--- config.mk ---
export PLATFORM = sky130hd
export DESIGN_NAME = mem_arbiter_m_flat
export DESIGN_NICKNAME = d
export VERILOG_FILES = /design/src/rtl/mem_arbiter_m_pkg.sv /design/src/rtl/mem_arbiter_m_if.sv /design/src/rtl/mem_arbiter_m_rr_picker.sv /design/src/rtl/mem_arbiter_m.sv /design/src/flat_wrapper.sv
export SDC_FILE = /design/constraint.sdc
export NUM_CORES = 1
export LEC_CHECK = 0
export ABC_AREA = 0
export CAP_MARGIN = 20
export CORE_MARGIN = 4
export CORE_UTILIZATION = 41
export CTS_BUF_LIST = sky130_fd_sc_hd__clkbuf_2 sky130_fd_sc_hd__clkbuf_4 sky130_fd_sc_hd__clkbuf_8
export DETAILED_ROUTE_END_ITERATION = 10
export PLACE_DENSITY = 0.94
export SYNTH_ARGS = -nofsm -noshare
export SYNTH_HDL_FRONTEND = slang
export SYNTH_SLANG_ARGS = --single-unit
export TNS_END_PERCENT = 30
--- constraint.sdc ---
create_clock -name clk -period 3.2 [get_ports clk]
set_clock_uncertainty 0.05 [all_clocks]
set_input_delay 0.32 -clock clk [delete_from_list [all_inputs] [get_ports clk]]
set_output_delay 0.32 -clock clk [all_outputs]
set_load 0.02 [all_outputs]
--- src/rtl/mem_arbiter_m_pkg.sv ---
// Shared definitions for the RAM-port arbiter: FSM encodings, RAM window
// decode bit and a small width helper.
// Optional feature macro used by the arbiter files: MEM_ARB_LOCK_EN.
package mem_arbiter_m_pkg;

    localparam logic [1:0] MEM_ARB_IDLE   = 2'd0;
    localparam logic [1:0] MEM_ARB_ACCESS = 2'd1;
    localparam logic [1:0] MEM_ARB_DONE   = 2'd2;

    // Address bit that selects the RAM window (0 = inside the RAM)
    localparam int MEM_ARB_RAM_WINDOW_BIT = 15;

    // Width of the physical RAM address bus
    localparam int MEM_ADDR_W = 8;

    typedef enum logic [1:0] {
        ST_IDLE   = MEM_ARB_IDLE,
        ST_ACCESS = MEM_ARB_ACCESS,
        ST_DONE   = MEM_ARB_DONE
    } arb_state_t;

    // Bits needed to hold a requester index (at least one)
    function automatic int idx_width(input int n);
        return (n > 1) ? $clog2(n) : 1;
    endfunction

endpackage

--- src/rtl/mem_arbiter_m_if.sv ---
// Requester/RAM bus bundle for the arbiter. The slave modport is the arbiter
// side; the master modport is the requesters plus the RAM.
// req_lock exists only when MEM_ARB_LOCK_EN is defined.
interface mem_arbiter_m_if
    import mem_arbiter_m_pkg::*;
#(
    parameter int NUM_REQ    = 2,
    parameter int ADDR_WIDTH = 16,
    parameter int DATA_WIDTH = 8
);
    logic [NUM_REQ-1:0]            req;
    logic [NUM_REQ-1:0]            req_we;
`ifdef MEM_ARB_LOCK_EN
    logic [NUM_REQ-1:0]            req_lock;
`endif
    logic [NUM_REQ*ADDR_WIDTH-1:0] req_addr;
    logic [NUM_REQ*DATA_WIDTH-1:0] req_wdata;
    logic [NUM_REQ-1:0]            ack;
    logic                          err;
    logic [DATA_WIDTH-1:0]         rdata;
    logic [NUM_REQ-1:0]            grant;
    logic [MEM_ADDR_W-1:0]         mem_addr;
    logic [DATA_WIDTH-1:0]         mem_wdata;
    logic [DATA_WIDTH-1:0]         mem_rdata;
    logic                          mem_cs;
    logic                          mem_oe;
    logic                          mem_we;

    modport slave (
        input  req, req_we, req_addr, req_wdata, mem_rdata,
`ifdef MEM_ARB_LOCK_EN
        input  req_lock,
`endif
        output ack, err, rdata, grant, mem_addr, mem_wdata, mem_cs, mem_oe, mem_we
    );

    modport master (
        output req, req_we, req_addr, req_wdata, mem_rdata,
`ifdef MEM_ARB_LOCK_EN
        output req_lock,
`endif
        input  ack, err, rdata, grant, mem_addr, mem_wdata, mem_cs, mem_oe, mem_we
    );

endinterface

--- src/rtl/mem_arbiter_m_rr_picker.sv ---
// Combinational round-robin picker: searches from last+1 (wrapping) and
// returns the first requester that is asking, one-hot and as an index.
module rr_picker_m
    import mem_arbiter_m_pkg::*;
#(
    parameter int NUM_REQ = 2,
    parameter int IW      = idx_width(NUM_REQ)
) (
    input  logic [NUM_REQ-1:0] i_req,
    input  logic [IW-1:0]      i_last,
    output logic [NUM_REQ-1:0] o_grant,
    output logic [IW-1:0]      o_idx,
    output logic               o_valid
);

    // First requesting slot in rotated order wins
    always_comb begin
        // NOTE: every output gets a default before the search so no path leaves it unassigned (no latch).
        o_grant = '0;
        o_idx   = '0;
        o_valid = 1'b0;
        for (int k = 1; k <= NUM_REQ; k++) begin
            for (int i = 0; i < NUM_REQ; i++) begin
                if (!o_valid && i_req[i] && (i == (int'(i_last) + k) % NUM_REQ)) begin
                    o_valid    = 1'b1;
                    o_grant[i] = 1'b1;
                    o_idx      = IW'(i);
                end
            end
        end
    end

endmodule

--- src/rtl/mem_arbiter_m.sv ---
// Round-robin arbiter sharing one RAM port between NUM_REQ masters.
// IDLE -> ACCESS (one strobe cycle) -> DONE (ack) -> IDLE; all outputs registered.
// MEM_ARB_LOCK_EN: req_lock held in DONE keeps priority with the current owner.
module mem_arbiter_m
    import mem_arbiter_m_pkg::*;
#(
    parameter int NUM_REQ    = 2,
    parameter int ADDR_WIDTH = 16,
    parameter int DATA_WIDTH = 8
) (
    input logic            clk,
    input logic            reset,
    mem_arbiter_m_if.slave bus
);

    localparam int IW = idx_width(NUM_REQ);

    arb_state_t              r_state, w_state_nxt;
    logic [IW-1:0]           r_last, w_last_nxt;
    logic                    r_we, w_we_nxt;
    logic                    r_oow, w_oow_nxt;
    logic [NUM_REQ-1:0]      r_grant, w_grant_nxt;
    logic [NUM_REQ-1:0]      r_ack, w_ack_nxt;
    logic                    r_err, w_err_nxt;
    logic [DATA_WIDTH-1:0]   r_rdata, w_rdata_nxt;
    logic [MEM_ADDR_W-1:0]   r_mem_addr, w_mem_addr_nxt;
    logic [DATA_WIDTH-1:0]   r_mem_wdata, w_mem_wdata_nxt;
    logic                    r_cs, w_cs_nxt;
    logic                    r_oe, w_oe_nxt;
    logic                    r_mwe, w_mwe_nxt;

    logic [NUM_REQ-1:0]      w_pick;
    logic [IW-1:0]           w_pick_idx;
    logic                    w_pick_valid;
    logic [ADDR_WIDTH-1:0]   w_sel_addr;
    logic [DATA_WIDTH-1:0]   w_sel_wdata;
    logic                    w_sel_we;

    rr_picker_m #(.NUM_REQ(NUM_REQ), .IW(IW)) u_picker (
        .i_req   (bus.req),
        .i_last  (r_last),
        .o_grant (w_pick),
        .o_idx   (w_pick_idx),
        .o_valid (w_pick_valid)
    );

    // Route the winning requester's address, data and direction
    always_comb begin
        w_sel_addr  = '0;
        w_sel_wdata = '0;
        w_sel_we    = 1'b0;
        for (int i = 0; i < NUM_REQ; i++) begin
            if (w_pick[i]) begin
                w_sel_addr  = bus.req_addr[i*ADDR_WIDTH +: ADDR_WIDTH];
                w_sel_wdata = bus.req_wdata[i*DATA_WIDTH +: DATA_WIDTH];
                w_sel_we    = bus.req_we[i];
            end
        end
    end

    // Next-state and next-output decode
    always_comb begin
        w_state_nxt     = r_state;
        w_last_nxt      = r_last;
        w_we_nxt        = r_we;
        w_oow_nxt       = r_oow;
        w_grant_nxt     = r_grant;
        w_ack_nxt       = '0;
        w_err_nxt       = 1'b0;
        w_rdata_nxt     = r_rdata;
        w_mem_addr_nxt  = r_mem_addr;
        w_mem_wdata_nxt = r_mem_wdata;
        w_cs_nxt        = 1'b0;
        w_oe_nxt        = 1'b0;
        w_mwe_nxt       = 1'b0;
        case (r_state)
            ST_IDLE: begin
                if (w_pick_valid) begin
                    w_state_nxt     = ST_ACCESS;
                    w_grant_nxt     = w_pick;
                    w_last_nxt      = w_pick_idx;
                    w_we_nxt        = w_sel_we;
                    w_oow_nxt       = w_sel_addr[MEM_ARB_RAM_WINDOW_BIT];
                    w_mem_addr_nxt  = w_sel_addr[MEM_ADDR_W-1:0];
                    w_mem_wdata_nxt = w_sel_wdata;
                    w_cs_nxt        = ~w_sel_addr[MEM_ARB_RAM_WINDOW_BIT];
                    w_oe_nxt        = ~w_sel_addr[MEM_ARB_RAM_WINDOW_BIT] & ~w_sel_we;
                    w_mwe_nxt       = ~w_sel_addr[MEM_ARB_RAM_WINDOW_BIT] & w_sel_we;
                end
            end
            ST_ACCESS: begin
                w_state_nxt = ST_DONE;
                w_grant_nxt = '0;
                w_ack_nxt   = r_grant;
                w_err_nxt   = r_oow;
                w_rdata_nxt = (!r_oow && !r_we) ? bus.mem_rdata : '0;
            end
            ST_DONE: begin
                w_state_nxt = ST_IDLE;
`ifdef MEM_ARB_LOCK_EN
                // Step last back one slot so the owner is searched first next time
                for (int i = 0; i < NUM_REQ; i++) begin
                    if (r_ack[i] && bus.req_lock[i]) begin
                        w_last_nxt = (r_last == '0) ? IW'(NUM_REQ - 1) : r_last - 1'b1;
                    end
                end
`endif
            end
            default: w_state_nxt = ST_IDLE;
        endcase
    end

    // State register
    always_ff @(posedge clk or posedge reset) begin
        // NOTE: sequential state uses <= so every flop samples pre-edge values.
        if (reset) r_state <= ST_IDLE;
        else       r_state <= w_state_nxt;
    end

    // Registered datapath and outputs
    always_ff @(posedge clk or posedge reset) begin
        if (reset) begin
            r_last      <= IW'(NUM_REQ - 1);
            r_we        <= 1'b0;
            r_oow       <= 1'b0;
            r_grant     <= '0;
            r_ack       <= '0;
            r_err       <= 1'b0;
            r_rdata     <= '0;
            r_mem_addr  <= '0;
            r_mem_wdata <= '0;
            r_cs        <= 1'b0;
            r_oe        <= 1'b0;
            r_mwe       <= 1'b0;
        end else begin
            r_last      <= w_last_nxt;
            r_we        <= w_we_nxt;
            r_oow       <= w_oow_nxt;
            r_grant     <= w_grant_nxt;
            r_ack       <= w_ack_nxt;
            r_err       <= w_err_nxt;
            r_rdata     <= w_rdata_nxt;
            r_mem_addr  <= w_mem_addr_nxt;
            r_mem_wdata <= w_mem_wdata_nxt;
            r_cs        <= w_cs_nxt;
            r_oe        <= w_oe_nxt;
            r_mwe       <= w_mwe_nxt;
        end
    end

    assign bus.grant     = r_grant;
    assign bus.ack       = r_ack;
    assign bus.err       = r_err;
    assign bus.rdata     = r_rdata;
    assign bus.mem_addr  = r_mem_addr;
    assign bus.mem_wdata = r_mem_wdata;
    assign bus.mem_cs    = r_cs;
    assign bus.mem_oe    = r_oe;
    assign bus.mem_we    = r_mwe;

endmodule

--- src/flat_wrapper.sv ---
// flat-port wrapper written by rule: the top's interface ports become plain ports
module mem_arbiter_m_flat import mem_arbiter_m_pkg::*;
#(
    parameter int NUM_REQ    = 2,
    parameter int ADDR_WIDTH = 16,
    parameter int DATA_WIDTH = 8
)
  (clk, reset, bus_req, bus_req_we, bus_req_addr, bus_req_wdata, bus_mem_rdata, bus_ack, bus_err, bus_rdata, bus_grant, bus_mem_addr, bus_mem_wdata, bus_mem_cs, bus_mem_oe, bus_mem_we);
  mem_arbiter_m_if #(.NUM_REQ(NUM_REQ), .ADDR_WIDTH(ADDR_WIDTH), .DATA_WIDTH(DATA_WIDTH)) bus_i ();
  input logic clk;
  input logic reset;
  input wire logic [$bits(bus_i.req)-1:0] bus_req;
  input wire logic [$bits(bus_i.req_we)-1:0] bus_req_we;
  input wire logic [$bits(bus_i.req_addr)-1:0] bus_req_addr;
  input wire logic [$bits(bus_i.req_wdata)-1:0] bus_req_wdata;
  input wire logic [$bits(bus_i.mem_rdata)-1:0] bus_mem_rdata;
  output wire logic [$bits(bus_i.ack)-1:0] bus_ack;
  output wire logic [$bits(bus_i.err)-1:0] bus_err;
  output wire logic [$bits(bus_i.rdata)-1:0] bus_rdata;
  output wire logic [$bits(bus_i.grant)-1:0] bus_grant;
  output wire logic [$bits(bus_i.mem_addr)-1:0] bus_mem_addr;
  output wire logic [$bits(bus_i.mem_wdata)-1:0] bus_mem_wdata;
  output wire logic [$bits(bus_i.mem_cs)-1:0] bus_mem_cs;
  output wire logic [$bits(bus_i.mem_oe)-1:0] bus_mem_oe;
  output wire logic [$bits(bus_i.mem_we)-1:0] bus_mem_we;
  assign bus_i.req = bus_req;
  assign bus_i.req_we = bus_req_we;
  assign bus_i.req_addr = bus_req_addr;
  assign bus_i.req_wdata = bus_req_wdata;
  assign bus_i.mem_rdata = bus_mem_rdata;
  assign bus_ack = bus_i.ack;
  assign bus_err = bus_i.err;
  assign bus_rdata = bus_i.rdata;
  assign bus_grant = bus_i.grant;
  assign bus_mem_addr = bus_i.mem_addr;
  assign bus_mem_wdata = bus_i.mem_wdata;
  assign bus_mem_cs = bus_i.mem_cs;
  assign bus_mem_oe = bus_i.mem_oe;
  assign bus_mem_we = bus_i.mem_we;
  mem_arbiter_m #(.NUM_REQ(NUM_REQ), .ADDR_WIDTH(ADDR_WIDTH), .DATA_WIDTH(DATA_WIDTH)) u_core (.clk(clk), .reset(reset), .bus(bus_i));
endmodule
==> results of run 1 <==
[cell usage in the layout (no fill, tap or decap), drive strengths merged]
cell type	netlist	final
a21boi	1	1
a21o	2	2
a21oi	1	1
a221o	16	16
a22o	8	8
a31o	1	1
a32o	1	1
and2	4	4
and3	1	1
and4	16	16
buf	5	2
clkbuf	5	8
clkdlybuf4s50	0	79
dfrtp	36	36
dfstp	1	1
inv	3	3
mux2	1	1
nand2	3	3
nand2b	2	2
nand3	1	1
nand4b	1	1
nor2	1	1
nor3	1	1
o211a	1	1
o21ai	2	2
or4b	1	1
[worst min-delay path by stage]
stage                               startpoint                               to  slack (ns)  depth (start not counted)
2_1_floorplan                 bus_mem_rdata[0]  u_core.bus.rdata[0]$_DFFE_PP0P_        0.40                          1
3_5_place_dp   u_core.bus.rdata[3]$_DFFE_PP0P_  u_core.bus.rdata[3]$_DFFE_PP0P_        0.44                          1
6_report                                 reset  u_core.bus.rdata[1]$_DFFE_PP0P_        0.46                          2
5_1_grt        u_core.bus.rdata[0]$_DFFE_PP0P_  u_core.bus.rdata[0]$_DFFE_PP0P_        0.47                          1
4_1_cts        u_core.bus.rdata[3]$_DFFE_PP0P_  u_core.bus.rdata[3]$_DFFE_PP0P_        0.46                          1
3_3_place_gp   u_core.bus.rdata[3]$_DFFE_PP0P_  u_core.bus.rdata[3]$_DFFE_PP0P_        0.44                          1
[area by class of cell]
| cell class | instances | area [sq um] | area share |
|---|---|---|---|
| inverter | 3 | 11.3 | 0.00460 |
| multi-input combinational | 65 | 547 | 0.223 |
| clock buffer | 8 | 97.6 | 0.0399 |
| timing repair buffer | 81 | 806 | 0.329 |
| tap | 48 | 60.1 | 0.0245 |
| sequential | 37 | 927 | 0.379 |
[cells in the mapped netlist]
library cell,instances,share of area
dfrtp_1,36,0.58
a221o_1,16,0.10
and4_1,16,0.090
a22o_1,8,0.045
and2_1,4,0.016
clkbuf_1,4,0.0096
buf_6,3,0.022
nand2_1,3,0.0072
a21o_1,2,0.0096
inv_1,2,0.0048
nand2b_1,2,0.0080
a21boi_1,1,0.0048
a21oi_1,1,0.0032
a31o_2,1,0.0056
a32o_1,1,0.0064
and3_1,1,0.0040
buf_2,1,0.0032
buf_8,1,0.0096
clkbuf_2,1,0.0032
dfstp_2,1,0.017
inv_2,1,0.0024
mux2_2,1,0.0072
nand3_1,1,0.0032
nand4b_1,1,0.0056
nor2_2,1,0.0040
nor3_2,1,0.0064
o211a_1,1,0.0064
o21ai_0,1,0.0032
o21ai_2,1,0.0056
or4b_1,1,0.0064
[routing by layer]
metal	vias to the layer above	track usage	wire, um
met2	41	0.313	2330
met1	631	0.221	1640
li1	615	-	-
met5	-	0	0
met4	0	0.0851	114
met3	11	0.0362	213
[stage by stage]
| step | setup slack (ns) | utilization | area, sq um | power (uW) | hold slack, ns |
|---|---|---|---|---|---|
| after floorplan | 1.76 | - | 1560 | 1480 | 0.403 |
| after global placement | 1.08 | 0.642 | 2350 | 1910 | 0.438 |
| after detailed placement | 1.03 | 0.642 | 2350 | 1950 | 0.443 |
| after CTS | 1.19 | 0.669 | 2450 | 2310 | 0.462 |
| after global routing | 1.00 | 0.669 | 2450 | 2400 | 0.474 |
| final | 1.18 | 0.669 | 2450 | 2280 | 0.456 |
[registers in the layout (all words and copies together) (netlist names), 2 cells and up]
name / cells
u_core.bus.mem_addr: 8
u_core.bus.rdata: 8
u_core.bus.mem_wdata: 8
u_core.bus.ack: 2
u_core.bus.grant: 2
u_core.r_state: 2
[kinds of logic after synthesis]
group	synth area share
flip-flops	0.595
buffers and inverters	0.0546
AO/OA/AOI/OAI	0.193
multiplexers	0.00722
AND/OR/NAND/NOR	0.151
[worst reg2reg max path: cells and delay by family, from the launching register on]
kind / cells / cell delay, ns
AO/OA/AOI/OAI: 1 / 0.27
flip-flops: 1 / 0.40
AND/OR/NAND/NOR: 2 / 1.23
[power by group through the flow]
stage	sequential [uW]	clock (uW)	combinational, uW
floorplan	1020	0	458
global placement	798	0	1110
detailed placement	808	0	1140
CTS	802	360	1150
global route	827	371	1210
finish	802	350	1130
==> flow_summary_export.csv, run 1 <==
group,metric,value,unit
placement,dpl.hpwl,3.20,mm
clocking,holdBufCountCts,0,
cells_and_area,finalNetCount,255,
timing,slew_violations,0,
floorplan,die-width,69.7,um
routing,avgViaCountPerCell,5.36,
setup_path,critical-path-slowest-cell,"and3_1",
synthesis,synthesis.area,0.00156,sq mm
clocking,clock_sinks,37,
timing,setup_viol,0,
synthesis,seq_area_frac_synth,0.595,
clocking,clock_path_buffers,2,
clocking,numCtsBuffers,5,
synthesis,yosys_warnings,0,
setup_path,r2r_cells,3,
setup_path,worst-path-stages,3,
routing,routed_wl,4.30,mm
timing,final.setup.tns,0,ns
setup_path,criticalPathCategory,"reg2reg",
routing,dr.pass1.iters,4,
clocking,path_clk_slew,0.07,ns
power_and_ir_drop,p_sw,843,uW
global_routing,grt_pass1_vias,1363,
routing,ant_nets,0,
clocking,clock-root-buffer,"clkbuf_8",
setup_path,crit_path_max_fanout,20,
cells_and_area,diodes,0,
floorplan,die-area,0.00485,sq mm
clocking,postCtsResizedCells,0,
floorplan,initial_core_util,0.426,
cells_and_area,layout-drive-gt1-share,0.0876,
power_and_ir_drop,clock_power_share,0.153,
placement,gp_congestion,0.731,
job,cap_violations,0,
floorplan,io_pins,94,
global_routing,grt_max_degree,25,
routing,vias,1298,
synthesis,netlist_instances,115,
power_and_ir_drop,p_per_area,933,mW/mm^2
cells_and_area,fin_cells,242,
global_routing,grt_pass1_wl,6.96,mm
global_routing,grt_overflow_total,0,
routing,wl_per_cell,17.8,um
setup_path,worstReg2RegEnd,"u_core.bus.mem_addr[1]$_DFFE_PP0P_",
timing,slew_headroom,0.413,
timing,min_period,2.02,ns
setup_path,crit_chain,"nor2_2, and3_1, a221o_1",
setup_path,endpoint_kind,"flip-flop",
clocking,htreeDepth,2,
floorplan,die-height,69.7,um
power_and_ir_drop,seqPwrFrac,0.351,
routing,drc,0,
timing,max_slew.worst_pin.slew,0.879,ns
setup_path,endpoint,"u_core.bus.mem_addr[1]$_DFFE_PP0P_",
synthesis,syn_avg_cell_area,13.6,sq um
routing,drt_iter0_drc,97,
setup_path,slowest_delay,0.71,ns
floorplan,rows,22,
setup_path,rrSetupSlack,1.18,ns
setup_path,cp-start-kind,"flip-flop",
power_and_ir_drop,ir_worst_vdd,0.000450,V
setup_path,timing.rr.start,"u_core.r_state[1]$_DFFE_PP0P_",
clocking,cts_tree,"built",
floorplan,core,0.00366,sq mm
setup_path,cp_num_buf_inv,0,
power_and_ir_drop,sw_frac_of_total,0.369,
setup_path,critPathLaunch,"u_core.r_state[1]$_DFFE_PP0P_",
global_routing,antenna_found_initial,0,
cells_and_area,nFillCells,271,
outcome,outcome,"finished, final reports clean",
clocking,clk-insertion-delay-late,0.29,ns
cells_and_area,syn_to_final_growth,57.1,%
synthesis,syn_nets,177,
timing,rsz0062_at_grt,"false",
setup_path,cp.required,3.37,ns
clocking,cts_setup_buffers,0,
setup_path,cp.arrival,2.19,ns
timing,hold_viol_final,0,
timing,clock.fmax,0.495,GHz
power_and_ir_drop,power.leakage,0.00106,uW
power_and_ir_drop,p_int,1440,uW
power_and_ir_drop,combPwrFrac,0.496,
placement,port_buffers,79,
synthesis,ys_types,30,
setup_path,path_delay_family,"simple AND/OR/NAND/NOR gates",
min_path,min_path_type,"in2async",
placement,dp_cells,234,
synthesis,ys_ff_latch,37,
timing,period_share,0.631,
global_routing,grt_usage,0.183,
Power figures use the tool's default switching activity.
==> run 2, diff against run 1 <==
--- a/config.mk
+++ b/config.mk
@@ -8,10 +8,10 @@
 export ABC_AREA = 0
 export CAP_MARGIN = 20
 export CORE_MARGIN = 4
-export CORE_UTILIZATION = 41
+export CORE_UTILIZATION = 34
 export CTS_BUF_LIST = sky130_fd_sc_hd__clkbuf_2 sky130_fd_sc_hd__clkbuf_4 sky130_fd_sc_hd__clkbuf_8
 export DETAILED_ROUTE_END_ITERATION = 10
-export PLACE_DENSITY = 0.94
+export PLACE_DENSITY = 0.84
 export SYNTH_ARGS = -nofsm -noshare
 export SYNTH_HDL_FRONTEND = slang
 export SYNTH_SLANG_ARGS = --single-unit
==> constraint.sdc (replaced) <==
create_clock -name clk -period 1.7 [get_ports clk]
set_clock_uncertainty 0.05 [all_clocks]
set_input_delay 0.17 -clock clk [delete_from_list [all_inputs] [get_ports clk]]
set_output_delay 0.17 -clock clk [all_outputs]
set_load 0.02 [all_outputs]
==> flow_summary_export.csv, run 2 (synthesis gave the netlist of run 1 again) <==
group,metric,value,unit
timing,rsz0062_at_grt,"false",
placement,gp_congestion,0.718,
min_path,min_path_type,"in2async",
floorplan,initial_core_util,0.356,
clocking,clock_path_buffers,2,
setup_path,crit_path_max_fanout,3,
clocking,clock-root-buffer,"clkbuf_8",
cells_and_area,nFillCells,374,
global_routing,grt_overflow_total,0,
placement,pre_cts_ws,-0.0192,ns
routing,dr.pass1.iters,4,
power_and_ir_drop,ir_worst_vdd,0.000596,V
floorplan,die-area,0.00573,sq mm
routing,wl_per_cell,16.9,um
timing,holdWs,0.242,ns
floorplan,die-height,75.7,um
clocking,cts_tree,"built",
clocking,clock_sinks,37,
clocking,holdBufCountCts,0,
clocking,postCtsResizedCells,0,
power_and_ir_drop,p_per_area,1740,mW/mm^2
clocking,path_clk_slew,0.08,ns
cells_and_area,diodes,0,
routing,avgViaCountPerCell,5.17,
routing,routed_wl,4.34,mm
setup_path,criticalPathCategory,"reg2out",
setup_path,endpoint_kind,"output pin",
timing,final.setup.tns,0,ns
setup_path,cp.required,1.48,ns
power_and_ir_drop,power.leakage,0.00111,uW
cells_and_area,layout-drive-gt1-share,0.132,
placement,dpl.hpwl,3.22,mm
timing,period_share,0.890,
timing,max_slew.worst_pin.slew,0.540,ns
routing,ant_nets,0,
global_routing,grt_pass1_vias,1389,
setup_path,cp_num_buf_inv,1,
placement,port_buffers,79,
routing,drt_iter0_drc,52,
setup_path,cp.arrival,1.29,ns
timing,min_period,1.51,ns
setup_path,critical-path-slowest-cell,"clkdlybuf4s50_1",
setup_path,slowest_delay,0.64,ns
setup_path,cp-start-kind,"flip-flop",
setup_path,path_delay_family,"buffers and inverters",
clocking,numCtsBuffers,5,
setup_path,crit_chain,"clkdlybuf4s50_1",
global_routing,grt_pass1_wl,6.61,mm
floorplan,die-width,75.7,um
job,cap_violations,0,
routing,drc,0,
global_routing,grt_usage,0.154,
floorplan,core,0.00438,sq mm
clocking,htreeDepth,2,
global_routing,antenna_found_initial,0,
floorplan,rows,24,
global_routing,grt_max_degree,38,
cells_and_area,layout_commonest_cell,"clkdlybuf4s50_1",
floorplan,io_pins,94,
cells_and_area,finalNetCount,265,
outcome,outcome,"finished, final reports clean",
timing,setup_viol,0,
timing,fin_ws,0.187,ns
cells_and_area,final_cell_mix,"clkdlybuf4s50_1, dfrtp_1, and4_1, a221o_1, buf_4",
timing,slew_headroom,0.638,
clocking,cts_setup_buffers,0,
timing,hold_viol_final,0,
timing,clock.fmax,0.661,GHz
routing,vias,1323,
clocking,clk-insertion-delay-late,0.29,ns
cells_and_area,syn_to_final_growth,63.1,%
timing,slew_violations,0,
run 2: changes by cell type in the layout (fill, tap and decap cells not counted), sizes merged:
| cell | delta |
|---|---|
| buf | +10 |
| clkinv | +2 |
| clkinvlp | +1 |
| clkbuf | -3 |
run 2: final cells by class:
| type | instances | area, sq um | share of cell area |
|---|---|---|---|
| multi-input combinational | 65 | 547 | 0.215 |
| sequential | 37 | 927 | 0.365 |
| inverter | 3 | 11.3 | 0.00443 |
| tap | 52 | 65.1 | 0.0256 |
| clock inverter | 3 | 17.5 | 0.00689 |
| clock buffer | 5 | 68.8 | 0.0271 |
| timing repair buffer | 91 | 906 | 0.356 |
run 2: report_power, final:
part	internal [uW]	switching [uW]	leakage, uW
logic	1220	1110	0.000594
registers	1290	222	0.000471
clock network	283	313	0.0000439
total	2790	1640	0.00111
run 2: worst register-to-register path, delay by kind of cell (launching register included):
| kind | cells | cell delay [ns] |
|---|---|---|
| flip-flops | 1 | 0.54 |
| AO/OA/AOI/OAI | 1 | 0.30 |
| AND/OR/NAND/NOR | 2 | 0.29 |
| buffers and inverters | 1 | 0.16 |
run 2: path summary, 6_finish.rpt:
kind	slack, ns	startpoint	depth (start not counted)	to
hold / removal	0.24	reset	3	u_core.bus.rdata[0]$_DFFE_PP0P_
setup / recovery	0.19	u_core.bus.grant[0]$_DFFE_PP0P_	1	bus_grant[0]
min in group clk	0.43	bus_mem_rdata[7]	2	u_core.bus.rdata[7]$_DFFE_PP0P_
max in group asynchronous	0.99	reset	3	u_core.r_last$_DFFE_PP1P_
setup reg to reg	0.24	u_core.r_last$_DFFE_PP1P_	4	u_core.bus.mem_addr[6]$_DFFE_PP0P_
hold reg to reg	0.46	u_core.bus.mem_wdata[7]$_DFFE_PP0P_	1	u_core.bus.mem_wdata[7]$_DFFE_PP0P_
run 2: per-stage QoR:
stage	instances	utilization	area, sq um	total power, uW
after floorplan	115	-	1560	2780
after global placement	248	0.560	2460	3810
after detailed placement	248	0.560	2460	3870
after CTS	256	0.580	2540	4480
after global routing	256	0.580	2540	4690
final	256	0.580	2540	4430
run 2: metal layers:
metal | vias up | global-route usage | wire length, um
met5 | - | 0 | 0
met4 | 0 | 0.0680 | 91
met3 | 8 | 0.0317 | 274
met2 | 47 | 0.263 | 2180
met1 | 640 | 0.187 | 1790
li1 | 628 | - | -
==> run 3, diff against run 2 <==
--- a/config.mk
+++ b/config.mk
@@ -12,6 +12,7 @@
 export CTS_BUF_LIST = sky130_fd_sc_hd__clkbuf_2 sky130_fd_sc_hd__clkbuf_4 sky130_fd_sc_hd__clkbuf_8
 export DETAILED_ROUTE_END_ITERATION = 10
 export PLACE_DENSITY = 0.84
+export RECOVER_POWER = 100
 export SYNTH_ARGS = -nofsm -noshare
 export SYNTH_HDL_FRONTEND = slang
 export SYNTH_SLANG_ARGS = --single-unit
==> flow_summary_export.csv, run 3 (synthesis gave the netlist of run 1 again) <==
group,metric,value,unit
power_and_ir_drop,p_per_area,1690,mW/mm^2
cells_and_area,finalNetCount,265,
clocking,numCtsBuffers,5,
floorplan,die-height,75.7,um
power_and_ir_drop,sw_frac_of_total,0.383,
power_and_ir_drop,p_sw,1630,uW
global_routing,antenna_found_initial,0,
setup_path,cp_num_buf_inv,1,
timing,rsz0062_at_grt,"false",
power_and_ir_drop,ir_worst_vdd,0.000583,V
clocking,cts_setup_buffers,0,
global_routing,grt_usage,0.154,
cells_and_area,final_cell_mix,"clkdlybuf4s50_1, dfrtp_1, dlygate4sd3_1, and4_1, a221o_1",
clocking,clk-insertion-delay-late,0.29,ns
setup_path,cp.required,1.48,ns
min_path,min_from,"bus_mem_rdata[7]",
placement,gp_congestion,0.718,
setup_path,r2r_cells,5,
job,cap_violations,0,
routing,drt_iter0_drc,43,
floorplan,initial_core_util,0.356,
setup_path,critical-path-slowest-cell,"dlygate4sd3_1",
setup_path,slowest_delay,0.71,ns
clocking,postCtsResizedCells,0,
floorplan,core,0.00438,sq mm
routing,wl_per_cell,16.9,um
timing,hold_viol_final,0,
timing,min_period,1.58,ns
clocking,htreeDepth,2,
floorplan,rows,24,
power_and_ir_drop,p_int,2620,uW
floorplan,io_pins,94,
routing,avgViaCountPerCell,5.18,
clocking,clock-root-buffer,"clkbuf_8",
timing,holdWs,0.429,ns
setup_path,criticalPathCategory,"reg2out",
cells_and_area,nFillCells,377,
routing,vias,1326,
global_routing,grt_pass1_wl,6.61,mm
power_and_ir_drop,p_total,4240,uW
global_routing,grt_pass1_vias,1389,
routing,drc,0,
setup_path,path_delay_family,"buffers and inverters",
timing,slew_violations,0,
setup_path,endpoint_kind,"output pin",
timing,slew_headroom,0.375,
setup_path,cp-start-kind,"flip-flop",
clocking,clock_sinks,37,
setup_path,crit_path_max_fanout,3,
floorplan,die-width,75.7,um
clocking,path_clk_slew,0.08,ns
min_path,min_path_cells,2,
timing,max_slew.worst_pin.slew,0.937,ns
routing,routed_wl,4.31,mm
cells_and_area,fin_area,0.00252,sq mm
clocking,holdBufCountCts,0,
outcome,outcome,"finished, final reports clean",
routing,dr.pass1.iters,4,
setup_path,critPathLaunch,"u_core.bus.grant[0]$_DFFE_PP0P_",
placement,placed_area,0.00246,sq mm
floorplan,die-area,0.00573,sq mm
clocking,clock_path_buffers,2,
clocking,cts_tree,"built",
placement,dpl.hpwl,3.22,mm
timing,setup_viol,0,
min_path,min_path_type,"in2reg",
cells_and_area,layout-drive-gt1-share,0.118,
power_and_ir_drop,clock_power_share,0.141,
setup_path,cp.arrival,1.36,ns
setup_path,crit_chain,"dlygate4sd3_1",
timing,clock.fmax,0.633,GHz
global_routing,grt_max_degree,38,
power_and_ir_drop,combPwrFrac,0.508,
cells_and_area,syn_to_final_growth,61.5,%
cells_and_area,layout_commonest_cell,"clkdlybuf4s50_1",
power_and_ir_drop,seqPwrFrac,0.351,
cells_and_area,diodes,0,
setup_path,timing.rr.start,"u_core.r_state[1]$_DFFE_PP0P_",
global_routing,grt_overflow_total,0,
placement,port_buffers,79,
cells_and_area,ff_latch_area,927,sq um
routing,ant_nets,0,
setup_path,worst-path-stages,1,
power_and_ir_drop,power.leakage,0.00116,uW
timing,period_share,0.929,
cells_and_area,multi_input_area,547,sq um
run 3: changes by cell type in the layout (fill, tap and decap cells not counted), moves of 2 or more:
cell             previous run  this run
buf_4                      10         6
clkdlybuf4s50_1            79        46
dlygate4sd3_1               0        33
clkbuf_1                    0         2
run 3: worst paths after layout:
kind	to	slack, ns
min in group asynchronous	u_core.bus.rdata[1]$_DFFE_PP0P_	0.56
worst min register to register	u_core.bus.mem_wdata[1]$_DFFE_PP0P_	0.46
max in group asynchronous	u_core.bus.mem_wdata[2]$_DFFE_PP0P_	0.46
worst min-delay path	u_core.bus.rdata[7]$_DFFE_PP0P_	0.43
worst max-delay path	bus_grant[0]	0.12
worst max register to register	u_core.bus.mem_addr[6]$_DFFE_PP0P_	0.16
run 3: per-layer routing:
metal  vias up  global-route usage  routed length, um
li1        629                   -                  -
met1       644               0.187               1730
met2        45               0.263               2210
met3         8              0.0317                280
met4         0              0.0680                 91
met5         -                   0                  0
run 3: area by class of cell:
class | count | share of cell area
clock buffer | 5 | 0.0273
clock inverter | 3 | 0.00696
inverter | 3 | 0.00447
multi-input combinational | 65 | 0.217
sequential | 37 | 0.368
tap | 52 | 0.0258
timing repair buffer | 91 | 0.350
run 3: power by group through the flow:
stage	Sequential [uW]	Clock, uW	Combinational [uW]
6_report	1490	598	2150
5_1_grt	1540	646	2310
4_1_cts	1510	615	2360
3_5_place_dp	1520	0	2350
3_3_place_gp	1500	0	2310
2_1_floorplan	1920	0	863
run 3: per-stage QoR:
| stage | worst slack, ns | TNS, ns | utilization | instances |
|---|---|---|---|---|
| floorplan | 0.262 | 0 | - | 115 |
| global placement | -0.00384 | -0.0136 | 0.560 | 248 |
| detailed placement | -0.0192 | -0.0889 | 0.560 | 248 |
| CTS | 0.172 | 0 | 0.580 | 256 |
| global route | 0.0757 | 0 | 0.574 | 256 |
| finish | 0.121 | 0 | 0.574 | 256 |
